File: src/rtl/riscv_mc.sv
// riscv_mc: multi-cycle RV32I/RV32E core with ready/ack instruction and data buses.
// One instruction at a time: FETCH, DECODE, EXEC, optional MEM, WB; traps park in HALT.
module riscv_mc #(
    parameter int          NREGS    = 32,
    parameter logic [31:0] RESET_PC = 32'h0000_0000
) (
    input  logic        clk,
    input  logic        rst_n,
    output logic        imem_req,
    output logic [31:0] imem_addr,
    input  logic [31:0] imem_rdata,
    input  logic        imem_ack,
    output logic        dmem_req,
    output logic        dmem_we,
    output logic [31:0] dmem_addr,
    output logic [3:0]  dmem_be,
    output logic [31:0] dmem_wdata,
    input  logic [31:0] dmem_rdata,
    input  logic        dmem_ack,
    output logic        halted,
    output logic [1:0]  trap_cause,
    output logic [31:0] pc_out
);
    localparam int RW = $clog2(NREGS);
    localparam logic [5:0] NR = 6'(NREGS);

    localparam logic [2:0] S_FETCH  = 3'd0;
    localparam logic [2:0] S_DECODE = 3'd1;
    localparam logic [2:0] S_EXEC   = 3'd2;
    localparam logic [2:0] S_MEM    = 3'd3;
    localparam logic [2:0] S_WB     = 3'd4;
    localparam logic [2:0] S_HALT   = 3'd5;

    logic [2:0]  state;
    logic [31:0] pc, ir, rs1_v, rs2_v, imm, res, npc;
    logic [1:0]  ea_lo;
    logic [31:0] regs [NREGS];

    logic [6:0] opc, f7;
    logic [4:0] rd, rs1, rs2;
    logic [2:0] f3;
    assign opc = ir[6:0];
    assign rd  = ir[11:7];
    assign f3  = ir[14:12];
    assign rs1 = ir[19:15];
    assign rs2 = ir[24:20];
    assign f7  = ir[31:25];

    logic is_lui, is_auipc, is_jal, is_jalr, is_br, is_ld, is_st, is_opi, is_op;
    assign is_lui   = opc == 7'b0110111;
    assign is_auipc = opc == 7'b0010111;
    assign is_jal   = opc == 7'b1101111;
    assign is_jalr  = opc == 7'b1100111;
    assign is_br    = opc == 7'b1100011;
    assign is_ld    = opc == 7'b0000011;
    assign is_st    = opc == 7'b0100011;
    assign is_opi   = opc == 7'b0010011;
    assign is_op    = opc == 7'b0110011;

    logic legal, bad_reg, use_rd, use_rs1, use_rs2;
    always_comb begin
        legal = 1'b0;
        unique case (1'b1)
            is_lui, is_auipc, is_jal: legal = 1'b1;
            is_jalr: legal = f3 == 3'd0;
            is_br:   legal = f3[2:1] != 2'b01;
            is_ld:   legal = f3 != 3'd3 && f3 != 3'd6 && f3 != 3'd7;
            is_st:   legal = !f3[2] && f3[1:0] != 2'b11;
            is_opi:  legal = (f3 == 3'd1) ? f7 == 7'h00 :
                             (f3 == 3'd5) ? (f7 == 7'h00 || f7 == 7'h20) : 1'b1;
            is_op:   legal = f7 == 7'h00 ||
                             (f7 == 7'h20 && (f3 == 3'd0 || f3 == 3'd5));
            default: legal = 1'b0;
        endcase
    end

    // Only register fields the format actually uses count against RV32E.
    assign use_rd  = !(is_br || is_st);
    assign use_rs1 = !(is_lui || is_auipc || is_jal);
    assign use_rs2 = is_br || is_st || is_op;
    assign bad_reg = (use_rd  && {1'b0, rd}  >= NR) ||
                     (use_rs1 && {1'b0, rs1} >= NR) ||
                     (use_rs2 && {1'b0, rs2} >= NR);

    logic [31:0] imm_d;
    always_comb begin
        imm_d = '0;
        unique case (1'b1)
            is_lui, is_auipc: imm_d = {ir[31:12], 12'b0};
            is_jal: imm_d = {{12{ir[31]}}, ir[19:12], ir[20], ir[30:21], 1'b0};
            is_br:  imm_d = {{20{ir[31]}}, ir[7], ir[30:25], ir[11:8], 1'b0};
            is_st:  imm_d = {{21{ir[31]}}, ir[30:25], ir[11:7]};
            default: imm_d = {{21{ir[31]}}, ir[30:20]};
        endcase
    end

    logic [31:0] op_b, alu, sra_v, pc4, target, ea, exec_res;
    logic        taken, jump, mis_tgt, mis_ea;
    assign op_b  = is_op ? rs2_v : imm;
    assign sra_v = $unsigned($signed(rs1_v) >>> op_b[4:0]);

    always_comb begin
        alu = '0;
        case (f3)
            3'd0: alu = (is_op && f7[5]) ? rs1_v - op_b : rs1_v + op_b;
            3'd1: alu = rs1_v << op_b[4:0];
            3'd2: alu = {31'b0, $signed(rs1_v) < $signed(op_b)};
            3'd3: alu = {31'b0, rs1_v < op_b};
            3'd4: alu = rs1_v ^ op_b;
            3'd5: alu = f7[5] ? sra_v : rs1_v >> op_b[4:0];
            3'd6: alu = rs1_v | op_b;
            default: alu = rs1_v & op_b;
        endcase
    end

    always_comb begin
        taken = 1'b0;
        case (f3)
            3'd0: taken = rs1_v == rs2_v;
            3'd1: taken = rs1_v != rs2_v;
            3'd4: taken = $signed(rs1_v) < $signed(rs2_v);
            3'd5: taken = $signed(rs1_v) >= $signed(rs2_v);
            3'd6: taken = rs1_v < rs2_v;
            3'd7: taken = rs1_v >= rs2_v;
            default: taken = 1'b0;
        endcase
    end

    assign pc4     = pc + 32'd4;
    assign ea      = rs1_v + imm;
    assign target  = is_jalr ? (ea & ~32'd1) : pc + imm;
    assign jump    = is_jal || is_jalr || (is_br && taken);
    assign mis_tgt = jump && target[1:0] != 2'b00;
    assign mis_ea  = (f3[1:0] == 2'b01 && ea[0]) ||
                     (f3[1:0] == 2'b10 && ea[1:0] != 2'b00);

    always_comb begin
        exec_res = alu;
        unique case (1'b1)
            is_lui:          exec_res = imm;
            is_auipc:        exec_res = pc + imm;
            is_jal, is_jalr: exec_res = pc4;
            default:         exec_res = alu;
        endcase
    end

    logic [3:0]  be_d;
    logic [31:0] wdata_d, lane, ld_val;
    always_comb begin
        case (f3[1:0])
            2'b00: begin
                be_d    = 4'b0001 << ea[1:0];
                wdata_d = {4{rs2_v[7:0]}};
            end
            2'b01: begin
                be_d    = 4'b0011 << {ea[1], 1'b0};
                wdata_d = {2{rs2_v[15:0]}};
            end
            default: begin
                be_d    = 4'b1111;
                wdata_d = rs2_v;
            end
        endcase
    end

    assign lane = dmem_rdata >> {ea_lo, 3'b000};
    always_comb begin
        case (f3)
            3'd0: ld_val = {{24{lane[7]}}, lane[7:0]};
            3'd1: ld_val = {{16{lane[15]}}, lane[15:0]};
            3'd4: ld_val = {24'b0, lane[7:0]};
            3'd5: ld_val = {16'b0, lane[15:0]};
            default: ld_val = lane;
        endcase
    end

    always_ff @(posedge clk or negedge rst_n) begin
        if (!rst_n) begin
            state      <= S_FETCH;
            pc         <= RESET_PC;
            ir         <= '0;
            rs1_v      <= '0;
            rs2_v      <= '0;
            imm        <= '0;
            res        <= '0;
            npc        <= '0;
            ea_lo      <= '0;
            imem_req   <= 1'b0;
            dmem_req   <= 1'b0;
            dmem_we    <= 1'b0;
            dmem_addr  <= '0;
            dmem_be    <= '0;
            dmem_wdata <= '0;
            trap_cause <= 2'd0;
            for (int i = 0; i < NREGS; i++) regs[i] <= '0;
        end else begin
            case (state)
                S_FETCH: begin
                    if (!imem_req) begin
                        imem_req <= 1'b1;
                    end else if (imem_ack) begin
                        ir       <= imem_rdata;
                        imem_req <= 1'b0;
                        state    <= S_DECODE;
                    end
                end
                S_DECODE: begin
                    if (!legal || bad_reg) begin
                        trap_cause <= 2'd1;
                        state      <= S_HALT;
                    end else begin
                        rs1_v <= regs[rs1[RW-1:0]];
                        rs2_v <= regs[rs2[RW-1:0]];
                        imm   <= imm_d;
                        state <= S_EXEC;
                    end
                end
                S_EXEC: begin
                    npc <= jump ? target : pc4;
                    res <= exec_res;
                    if (mis_tgt) begin
                        trap_cause <= 2'd3;
                        state      <= S_HALT;
                    end else if ((is_ld || is_st) && mis_ea) begin
                        trap_cause <= 2'd2;
                        state      <= S_HALT;
                    end else if (is_ld || is_st) begin
                        dmem_req   <= 1'b1;
                        dmem_we    <= is_st;
                        dmem_addr  <= {ea[31:2], 2'b00};
                        dmem_be    <= be_d;
                        dmem_wdata <= wdata_d;
                        ea_lo      <= ea[1:0];
                        state      <= S_MEM;
                    end else begin
                        state <= S_WB;
                    end
                end
                S_MEM: begin
                    if (dmem_ack) begin
                        dmem_req <= 1'b0;
                        res      <= ld_val;
                        state    <= S_WB;
                    end
                end
                S_WB: begin
                    if (use_rd && rd != 5'd0) regs[rd[RW-1:0]] <= res;
                    // Next fetch request goes out together with the new PC.
                    pc       <= npc;
                    imem_req <= 1'b1;
                    state    <= S_FETCH;
                end
                S_HALT: state <= S_HALT;
                default: state <= S_HALT;
            endcase
        end
    end

    assign imem_addr = pc;
    assign pc_out    = pc;
    assign halted    = state == S_HALT;
endmodule

File: config.mk
export PLATFORM = sky130hd
export DESIGN_NAME = riscv_mc
export DESIGN_NICKNAME = d
export VERILOG_FILES = /design/src/rtl/riscv_mc.sv
export SDC_FILE = /design/constraint.sdc
export NUM_CORES = 2
export LEC_CHECK = 0
export BUFFER_PORTS_ARGS = -buffer_cell sky130_fd_sc_hd__buf_2
export CELL_PAD_IN_SITES_DETAIL_PLACEMENT = 1
export CELL_PAD_IN_SITES_GLOBAL_PLACEMENT = 2
export CORE_ASPECT_RATIO = 0.75
export CORE_MARGIN = 8
export CORE_UTILIZATION = 48
export CTS_CLUSTER_SIZE = 8
export DETAILED_ROUTE_END_ITERATION = 10
export HOLD_SLACK_MARGIN = 0.15
export PLACE_DENSITY_LB_ADDON = 0.1
export SKIP_LAST_GASP = 1
export SLEW_MARGIN = 10
export SYNTH_ARGS = -nofsm -noshare
export SYNTH_HDL_FRONTEND = slang
export SYNTH_SLANG_ARGS = --single-unit
File: constraint.sdc
create_clock -name clk -period 13.4 [get_ports clk]
set_input_delay 0.67 -clock clk [delete_from_list [all_inputs] [get_ports clk]]
set_output_delay 0.67 -clock clk [all_outputs]
set_load 0.02 [all_outputs]
==> results_tabular.tex <==
\begin{tabular}{lr}
\hline
Metric & Value \\
\hline
\multicolumn{2}{l}{\textbf{Run status}} \\
\quad Run status & complete, but fails checks \\
\quad Violations in the final reports & DRC \\
\multicolumn{2}{l}{\textbf{Timing}} \\
\quad Maximum achievable frequency & 154 MHz \\
\quad Final critical-path required period & 6.49 ns \\
\quad Post-Route Skew & 0.0464 ns \\
\quad Count of pins over their slew limit & 0 \\
\quad Count of endpoints failing setup in the final report & 0 \\
\quad Worst-margin pin slew & 1.36 ns \\
\quad Final Hold Fails & 0 \\
\quad Fraction of the cycle the final worst path needs & 48.5\% \\
\quad RSZ-0062 raised after global routing & false \\
\quad Sum of negative setup slack & 0 ns \\
\quad Worst relative slew slack & 9.09\% \\
\multicolumn{2}{l}{\textbf{Worst setup path}} \\
\quad CP startpoint kind & flop \\
\quad Crit path capture type & flop \\
\quad Class of the most critical setup path & flop to flop \\
\quad Count of buffering cells on the critical path with inverters included & 3 \\
\quad Data arrival, critical path & 7.20 ns \\
\quad Slowest cell delay on critical path & 0.91 ns \\
\quad Top delay family on crit path & compound AO/OA/AOI/OAI gates \\
\quad Worst Path Max Fanout & 40 \\
\quad Cell-by-cell trace of the critical path & and3b\_1 -> nand2\_2 -> buf\_4 -> a21oi\_2 -> buf\_4 -> clkinv\_1 -> ha\_1 -> a21oi\_1 -> o211ai\_1 -> nand3\_1 -> a21boi\_0 -> a22oi\_1 -> o211ai\_1 -> a2111oi\_0 -> mux2i\_1 -> nor4\_1 -> a221oi\_1 \\
\quad Worst setup startpoint & ir[5]\$\_DFFE\_PN0P\_ \\
\quad Setup slack of the most critical reg-to-reg path & 6.91 ns \\
\quad Worst endpoint required time & 14.11 ns \\
\quad Reg-to-reg startpoint & ir[5]\$\_DFFE\_PN0P\_ \\
\quad Critical Path Slowest Stage Cell & dfrtp\_1 \\
\multicolumn{2}{l}{\textbf{Clock tree}} \\
\quad Number of sinks handled by clock tree synthesis & 1,324 \\
\quad H-tree Lvls & 4 \\
\quad Number of gates resized after cts & 0 \\
\quad Clock-pin slew on the worst setup and hold paths & 0.07 ns \\
\quad Buffer cell driving the clock tree root & clkbuf\_16 \\
\quad Max Root-Sink Buffers & 3 \\
\quad Cts hold-fix bufs & 27 \\
\quad Number of buffers added by the clock tree synthesis step & 186 \\
\quad Worst skew pair latency & 0.83 ns \\
\quad Number of setup buffers added after CTS & 0 \\
\quad Clock tree from TritonCTS & built \\
\multicolumn{2}{l}{\textbf{Synth}} \\
\quad Number of register bits inferred by synthesis & 1,324 \\
\quad Mean instance size in the synthesized netlist & 12.3 µm² \\
\quad Number of warning messages in the yosys log & 0 \\
\quad Cells after Synth & 6,690 \\
\quad Cell area after technology mapping & 82,100 µm² \\
\quad Register area share after synthesis & 40.4\% \\
\quad Count of flip-flops with a built-in enable after synthesis & 0 \\
\quad Flip-flop cell with the highest count after synthesis & dfrtp\_1 \\
\quad Async set-reset flop share out of synthesis & 100\% \\
\quad Post-synthesis cell type count & 105 \\
\multicolumn{2}{l}{\textbf{Placed design}} \\
\quad Area post-placement & 85,100 µm² \\
\quad HPWL after detailed placement & 233,000 µm \\
\quad Number of buffers added on ports & 203 \\
\quad Routability congestion estimate & 1.01 \\
\multicolumn{2}{l}{\textbf{Routing}} \\
\quad ANT nets after route & 0 \\
\quad Final Routed Wirelength & 347,000 µm \\
\quad Vias per inst & 6.99 \\
\quad Detailed Route Iter0 Violations & 7,226 \\
\quad Detailed-route DRC error count & 2 \\
\quad Iteration count of the initial detailed-routing pass & 9 \\
\quad Vias after detailed routing & 62,600 \\
\quad Detailed-route wire length per cell & 38.7 µm \\
\multicolumn{2}{l}{\textbf{Cells and area}} \\
\quad Area of all placed cells without fillers & 90,400 µm² \\
\quad Area growth from synthesis to layout & 10.2\% \\
\quad Most common cell after layout, fill and taps aside & dfrtp\_1 \\
\quad Nets & 6,920 \\
\quad Most used cells in the layout excluding fill and tap cells & 1,306 x dfrtp\_1, 1,090 x mux2\_2, 682 x mux4\_2, 369 x a21oi\_1, 353 x nand2\_1 \\
\quad Ratio of cells with drive above 1 in the final layout & 37.4\% \\
\multicolumn{2}{l}{\textbf{Power}} \\
\quad Static Leak & 40.9 nW \\
\quad Part of the power in combinational logic & 50.3\% \\
\quad Clk network pwr share & 19.8\% \\
\quad P\_int & 11.7 mW \\
\quad Power per unit of standard cell area & 242 nW/µm² \\
\quad IR Drop Worst-Case VDD & 0.292 mV \\
\quad Part of the total power dissipated in sequential elements & 29.8\% \\
\quad Psw & 10.1 mW \\
\quad Switching share of power & 46.3\% \\
\multicolumn{2}{l}{\textbf{GRT}} \\
\quad Top Usage Layer GRT & met2 \\
\quad M3 GR Usage & 9.46\% \\
\quad Via count of the first global-routing pass & 64,600 \\
\quad Met2 GRT Util & 54.3\% \\
\quad Global-route usage over all layers & 37.0\% \\
\quad Leftover overflow at the end of global routing & 0 \\
\quad Wire length of the first global-routing pass & 495,000 µm \\
\quad Met1 Track Usage GR & 51.7\% \\
\quad Maximum number of pins on one net before global-route repair & 163 \\
\quad Initial antenna violation count & 29 \\
\multicolumn{2}{l}{\textbf{Floorplan}} \\
\quad X dimension of the die & 494 µm \\
\quad Vertical extent of the die & 374 µm \\
\quad Die ar. & 185,000 µm² \\
\quad Effective utilization at floorplan & 48.3\% \\
\quad I/O pins & 206 \\
\quad Area of the core & 170,000 µm² \\
\quad Total number of placement rows & 131 \\
\multicolumn{2}{l}{\textbf{Job}} \\
\quad Maximum capacitance violations & 0 \\
\multicolumn{2}{l}{\textbf{Min path}} \\
\quad Hold path startpoint & imem\_rdata[0] \\
\quad Type of the worst min-delay path & input port to flop \\
\hline
\end{tabular}
==> stage by stage <==
stage,hold WS (ns),power (mW),instances,worst slack (ns),util [%]
2_1_floorplan,0.374,12.9,6691,8.76,-
3_3_place_gp,0.376,17.0,8700,7.23,50.0
3_5_place_dp,0.384,17.2,8700,7.14,50.0
4_1_cts,0.169,21.6,8942,7.16,53.2
5_1_grt,0.175,22.6,8943,6.69,53.2
6_report,0.210,21.9,8951,6.91,53.2
==> logic make-up after synthesis <==
family / share of synthesized area [%]
xor gates and xnor gates: 1.14
muxes: 36.0
DFF: 40.4
buffers and inverters: 4.16
and+or+nand+nor: 6.08
AOI/OAI and AO/OA: 9.16
adders and majority gates: 3.05
other: 0.00457
==> routing by layer <==
| layer | part of all wire (%) | wire [µm] |
|---|---|---|
| met4 | 5.4 | 18700 |
| met2 | 43 | 151000 |
| met5 | 0.030 | 103 |
| met3 | 9.4 | 32600 |
| met1 | 42 | 145000 |
==> final timing paths <==
kind | endpoint | cells past startpoint
max reg2reg | res[30]$_DFFE_PN0P_ | 17
min | ir[0]$_DFFE_PN0P_ | 2
min in group asynchronous | regs[698]$_DFFE_PN0P_ | 2
max | res[30]$_DFFE_PN0P_ | 17
max in group asynchronous | regs[589]$_DFFE_PN0P_ | 5
min reg2reg | regs[1017]$_DFFE_PN0P_ | 0
==> power by group through the flow <==
stage,sequential (mW),combinational [mW],clock [mW]
after floorplan,5.62,7.30,0
after global routing,6.62,11.5,4.55
after detailed placement,6.52,10.7,0
after CTS,6.47,10.7,4.40
after global placement,6.41,10.6,0
final,6.53,11.0,4.34
==> cells in the mapped netlist, types with 74 or more instances <==
library cell	number	area (µm²)
mux4_2	682	15400
nor2_1	353	1330
clkbuf_1	453	1700
dfrtp_1	1324	33100
xnor2_1	74	648
a21oi_1	370	1850
nand2_1	364	1370
buf_1	116	435
ha_1	194	2430
mux2_2	1090	12300
o21ai_0	273	1370
nand3_1	87	435
mux2i_1	187	1870
inv_1	172	646
==> registers in the layout, summed over array words and instances (netlist names) <==
register,flops
ir,32
imem_addr,32
imm,32
npc,32
regs,1024
ea_lo,2
dmem_be,4
state,3
trap_cause,2
dmem_addr,30
dmem_wdata,32
imem_req,1
rs1_v,32
dmem_req,1
res,32
dmem_we,1
rs2_v,32
==> cell type report <==
class | instances | area (µm²)
inverter | 177 | 674
multi-input combinational | 4541 | 45800
tap | 2261 | 2830
clock inverter | 20 | 352
fill | 16800 | 79500
antenna | 9 | 22.5
timing repair buffer | 424 | 2820
sequential | 1324 | 33200
clock buffer | 195 | 4720
No activity file was read; power rests on OpenSTA's default activity.
